## src/rtl/fft16_stage_ctrl.sv

```systemverilog
// Stage sequencer for a 16-point radix-2 DIT FFT: issues butterfly pairs and
// twiddle indices stage by stage, then replays them as write-back strobes.
module fft16_stage_ctrl #(
  parameter int BF_LAT = 2
) (
  input  logic       clk,
  input  logic       rst_n,
  input  logic       start,
  input  logic       abort,
  output logic       busy,
  output logic       done,
  output logic [1:0] stage,
  output logic       bfly_valid,
  output logic [3:0] idx0,
  output logic [3:0] idx1,
  output logic [2:0] tw_idx,
  output logic       wr_en,
  output logic [3:0] wr_idx0,
  output logic [3:0] wr_idx1
);

  if (BF_LAT < 1 || BF_LAT > 4) begin : g_bad_lat
    $error("fft16_stage_ctrl: BF_LAT must be in 1..4");
  end

  typedef enum logic [1:0] {
    IDLE  = 2'd0,
    RUN   = 2'd1,
    DRAIN = 2'd2,
    DONE  = 2'd3
  } state_t;

  localparam logic [1:0] DRAIN_LAST = 2'(BF_LAT - 1);

  state_t     state, state_nxt;
  logic [2:0] bfly, bfly_nxt;
  logic [1:0] dcnt, dcnt_nxt;
  logic [1:0] stage_nxt;
  logic       issue;
  logic [3:0] pair0_nxt, pair1_nxt;
  logic [2:0] tw_nxt;

  // {upper index, lower index, twiddle} for butterfly b of stage s.
  function automatic logic [10:0] bfly_index(input logic [1:0] s, input logic [2:0] b);
    logic [3:0] half, pos, grp, lo;
    logic [2:0] tw;
    half = 4'd1 << s;
    pos  = {1'b0, b} & (half - 4'd1);
    grp  = {1'b0, b} >> s;
    lo   = ((grp << s) << 1) + pos;
    tw   = 3'(pos << (2'd3 - s));
    return {lo, lo + half, tw};
  endfunction

  always_comb begin
    state_nxt = state;
    bfly_nxt  = bfly;
    dcnt_nxt  = dcnt;
    stage_nxt = stage;
    issue     = 1'b0;
    case (state)
      IDLE: begin
        if (start) begin
          state_nxt = RUN;
          bfly_nxt  = 3'd0;
          stage_nxt = 2'd0;
          issue     = 1'b1;
        end
      end
      RUN: begin
        if (bfly == 3'd7) begin
          state_nxt = DRAIN;
          dcnt_nxt  = 2'd0;
        end else begin
          bfly_nxt = bfly + 3'd1;
          issue    = 1'b1;
        end
      end
      DRAIN: begin
        if (dcnt == DRAIN_LAST) begin
          if (stage == 2'd3) begin
            state_nxt = DONE;
          end else begin
            state_nxt = RUN;
            stage_nxt = stage + 2'd1;
            bfly_nxt  = 3'd0;
            issue     = 1'b1;
          end
        end else begin
          dcnt_nxt = dcnt + 2'd1;
        end
      end
      DONE: state_nxt = IDLE;
      default: state_nxt = IDLE;
    endcase
    // abort outranks everything, including a start in the same cycle
    if (abort) begin
      state_nxt = IDLE;
      bfly_nxt  = 3'd0;
      dcnt_nxt  = 2'd0;
      stage_nxt = 2'd0;
      issue     = 1'b0;
    end
    {pair0_nxt, pair1_nxt, tw_nxt} = bfly_index(stage_nxt, bfly_nxt);
  end

  always_ff @(posedge clk or negedge rst_n) begin
    if (!rst_n) begin
      state <= IDLE;
      bfly  <= 3'd0;
      dcnt  <= 2'd0;
    end else begin
      state <= state_nxt;
      bfly  <= bfly_nxt;
      dcnt  <= dcnt_nxt;
    end
  end

  // issue stage: registered outputs, index fields hold while not issuing
  always_ff @(posedge clk or negedge rst_n) begin
    if (!rst_n) begin
      busy       <= 1'b0;
      done       <= 1'b0;
      stage      <= 2'd0;
      bfly_valid <= 1'b0;
      idx0       <= 4'd0;
      idx1       <= 4'd0;
      tw_idx     <= 3'd0;
    end else begin
      busy       <= (state_nxt == RUN) || (state_nxt == DRAIN);
      done       <= (state_nxt == DONE);
      stage      <= stage_nxt;
      bfly_valid <= issue;
      if (issue) begin
        idx0   <= pair0_nxt;
        idx1   <= pair1_nxt;
        tw_idx <= tw_nxt;
      end
    end
  end

  // write-back stage: BF_LAT-deep delay of {valid, idx0, idx1}
  logic [8:0] wb_pipe [BF_LAT];

  always_ff @(posedge clk or negedge rst_n) begin
    if (!rst_n) begin
      for (int j = 0; j < BF_LAT; j++) wb_pipe[j] <= 9'd0;
    end else if (abort) begin
      for (int j = 0; j < BF_LAT; j++) wb_pipe[j] <= 9'd0;
    end else begin
      wb_pipe[0] <= {bfly_valid, idx0, idx1};
      for (int j = 1; j < BF_LAT; j++) wb_pipe[j] <= wb_pipe[j-1];
    end
  end

  assign {wr_en, wr_idx0, wr_idx1} = wb_pipe[BF_LAT-1];

endmodule

```

## config.mk

```make
export PLATFORM = sky130hd
export DESIGN_NAME = fft16_stage_ctrl
export DESIGN_NICKNAME = d
export VERILOG_FILES = /design/src/rtl/fft16_stage_ctrl.sv
export SDC_FILE = /design/constraint.sdc
export NUM_CORES = 1
export LEC_CHECK = 0
export ABC_AREA = 1
export CORE_ASPECT_RATIO = 1.5
export CORE_MARGIN = 3
export CORE_UTILIZATION = 50
export DETAILED_ROUTE_END_ITERATION = 10
export PLACE_DENSITY = 0.84
export SLEW_MARGIN = 20
export SYNTH_ARGS = -nofsm -noshare
export SYNTH_HDL_FRONTEND = slang
export SYNTH_SLANG_ARGS = --single-unit
```

## constraint.sdc

```tcl
create_clock -name clk -period 3.35 [get_ports clk]
set_clock_uncertainty 0.15 [all_clocks]
set_input_delay 0.5025 -clock clk [delete_from_list [all_inputs] [get_ports clk]]
set_output_delay 0.5025 -clock clk [all_outputs]
set_load 0.05 [all_outputs]
```

==> metrics <==
status finished clean; post-layout instance area 2410 um2; Via density 4.99; pwr/cell area 499 nW/um2; Die Footprint 4750 um2; path category of the worst min-delay check in2async; total track usage 16.5%; H-tree Lvls 2; share of layout cells above drive strength 1 16.1%; Hold Buf Count CTS 0; CTS sink count 41; Die Width 57.3 um; post-synthesis sequential area ratio 52.0%; minimum clock period 3.08 ns; most instantiated library cell after synthesis dfrtp_1; CTS tree built; initial antenna violation count 0; initial core utilization 52.7%; Reg clk slew, reported paths 0.08 ns; number of CTS-inserted buffers 5; Top FF cell, synth dfrtp_1; CP arrival 3.17 ns; root buf cell clkbuf_8; top-area cell type share of the netlist area 52.0%; syn avg cell area 9.10 um2; area delta synth->final 21.9%; WP data required 3.44 ns; largest family of logic cells by synthesized area simple AND/OR/NAND/NOR gates; post-synthesis simple-gate area fraction 20.5%; adder-cell share of the synthesized area 5.83%; register area 1030 um2; Max Cap Viol 0; Post-Synthesis Cells 217; PortBufs 28; final hold vios 0; Worst-Skew Late Latency 0.29 ns; global placement routability congestion 0.943; yosys warns 0; Cells after DPL 284; # rows 27; Synth Area in Compound Gates 8.68%; post-route antenna net violation count 0; CORE AREA 3750 um2; Vias 1,458; CP Capture Type flop; asr flop ratio synth 100%; Least-Margin Pin Slew 0.877 ns; DP HPWL 2.50 mm; GRT overflow 0; Fmax 324 MHz; # nets final 260; Clock Path Buffers 2; DR iter-0 viols 17; post-synthesis mux area share 0.507%; mapped cell area 1970 um2; Synth Area in XOR/XNOR 0.444%; drt total wl 3.46 mm; most frequent cells after synthesis 41 x dfrtp_1, 36 x inv_1, 34 x nand2_1; relative slew slack 41.5%; top cells by area, synth dfrtp_1 52%, inv_1 6.8%, nand2_1 6.5%, nor2_1 5.5%, ha_1 3.8%; Residual DRC 0; final cell count without fillers 292; register bit total from synthesis 41; Die Span Y 83.0 um; I/O pins 29; crit path kind reg2reg; Post-synth EDFFs 0; placed cell areas 2280 um2; count of different cell masters after synthesis 31; vias in the first global route 1,442; final worst path period share 92.0%; RSZ-0062 raised after global routing no; Synth area leader dfrtp_1; Multi-input gate area 719 um2; Pre-Repair DR Iteration Count 4; largest net degree at the start of global routing 42; Max rail drop VDD 497 uV; global-route wire length before repair 6.17 mm; Diodes inserted 0; Worst Path Max Fanout 3; Pleak 0.00122 uW; Final Max Tran Viols 0; Synth Net Count 229; crit start category flop; DR WL/cell 11.9 um; setup violators final 0; Filler cells 306
where the power goes:
| part | leakage (uW) | switching, uW | total, uW | internal (uW) |
|---|---|---|---|---|
| Combinational | 0.000618 | 174 | 255 | 81.3 |
| Clock | 0.0000543 | 173 | 396 | 223 |
| Sequential | 0.000548 | 19.1 | 549 | 530 |
| Total | 0.00122 | 366 | 1200 | 834 |
through the flow:
step | setup TNS (ns) | hold slack [ns] | power, uW | util (%) | setup slack (ns)
after floorplan | 0 | 0.0569 | 732 | - | 0.191
after global placement | 0 | 0.287 | 811 | 60.9 | 0.0500
after detailed placement | -0.0241 | 0.298 | 815 | 60.9 | -0.0241
after CTS | 0 | 0.197 | 1210 | 64.0 | 0.213
after global routing | 0 | 0.241 | 1250 | 64.2 | 0.0258
final | 0 | 0.168 | 1200 | 64.2 | 0.268
timing repair:
| action | in CTS | in global routing |
|---|---|---|
| gates resized for setup | 0 | 2 |
| setup endpoints to repair | 0 | 1 |
| buffers inserted | 0 | 0 |
placed cells by master (no fill, tap or decap), types with 2 or more instances in the layout:
cell type        instances
buf_4                    8
nand3_2                  2
nor2_4                   3
a21oi_1                  8
clkbuf_8                 5
inv_2                    4
nand2_2                  2
nand3_1                 12
nor2_1                  29
nand2_4                  2
nand2_1                 34
a21oi_4                  2
clkdlybuf4s50_1         27
o21bai_1                 2
o21ai_0                  5
inv_1                   36
ha_1                     5
a21oi_2                  2
nor2_2                   3
dfrtp_1                 41
fa_1                     2
routing by layer:
layer | vias up | GRT usage [%] | routed length, um
met5 | - | 0 | 0
met2 | 46 | 27.2 | 1820
met1 | 686 | 19.2 | 1380
li1 | 715 | - | -
met4 | 0 | 8.65 | 102
met3 | 11 | 4.51 | 162
registers in the layout, indices dropped and copies added, names as in the netlist, 3 cells and up:
register  count
wr_idx0       4
wr_idx1       4
bfly          3
wb_pipe       9
tw_idx        3
idx1          4
idx0          4
cells by family after synthesis:
kind of cell / count (synthesis)
simple gates: 87
buf+inv: 53
flops: 41
compound gates: 25
fa+ha+maj: 8
other cells: 1
xor+xnor: 1
mux: 1
worst paths after layout:
| check | from | endpoint | slack [ns] | depth (start not counted) |
|---|---|---|---|---|
| min in group clk | wb_pipe[17]$_DFF_PN0_ | wr_en$_DFF_PN0_ | 0.31 | 2 |
| setup reg to reg | bfly[0]$_DFF_PN0_ | idx1[3]$_DFFE_PN0P_ | 0.27 | 19 |
| hold reg to reg | wb_pipe[17]$_DFF_PN0_ | wr_en$_DFF_PN0_ | 0.31 | 2 |
| setup / recovery | bfly[0]$_DFF_PN0_ | idx1[3]$_DFFE_PN0P_ | 0.27 | 19 |
| max in group asynchronous | rst_n | busy$_DFF_PN0_ | 2.33 | 1 |
| hold / removal | rst_n | wr_idx0[1]$_DFF_PN0_ | 0.17 | 1 |
worst max-delay path: stages (launching register included):
cell,delay (ns)
dfrtp_1,0.39
ha_1,0.21
nand2_1,0.11
nand2_1,0.09
nand2_2,0.07
a21oi_4,0.13
nand2_1,0.11
a21oi_4,0.14
inv_2,0.05
nor2_1,0.09
ha_1,0.15
inv_1,0.04
fa_1,0.48
inv_1,0.05
ha_1,0.33
a21oi_2,0.16
inv_1,0.05
nand3_1,0.08
nand3_1,0.08
nand2_1,0.07
area by class of cell:
| type | instances | share of cell area (%) |
|---|---|---|
| clock inverters | 3 | 1.92 |
| clock buffers | 5 | 2.86 |
| flip-flops and latches | 41 | 42.6 |
| multi-input cells | 123 | 29.9 |
| inverters | 41 | 6.50 |
| well taps | 43 | 2.24 |
| repair buffers | 36 | 13.9 |
Power figures use the tool's default switching activity.
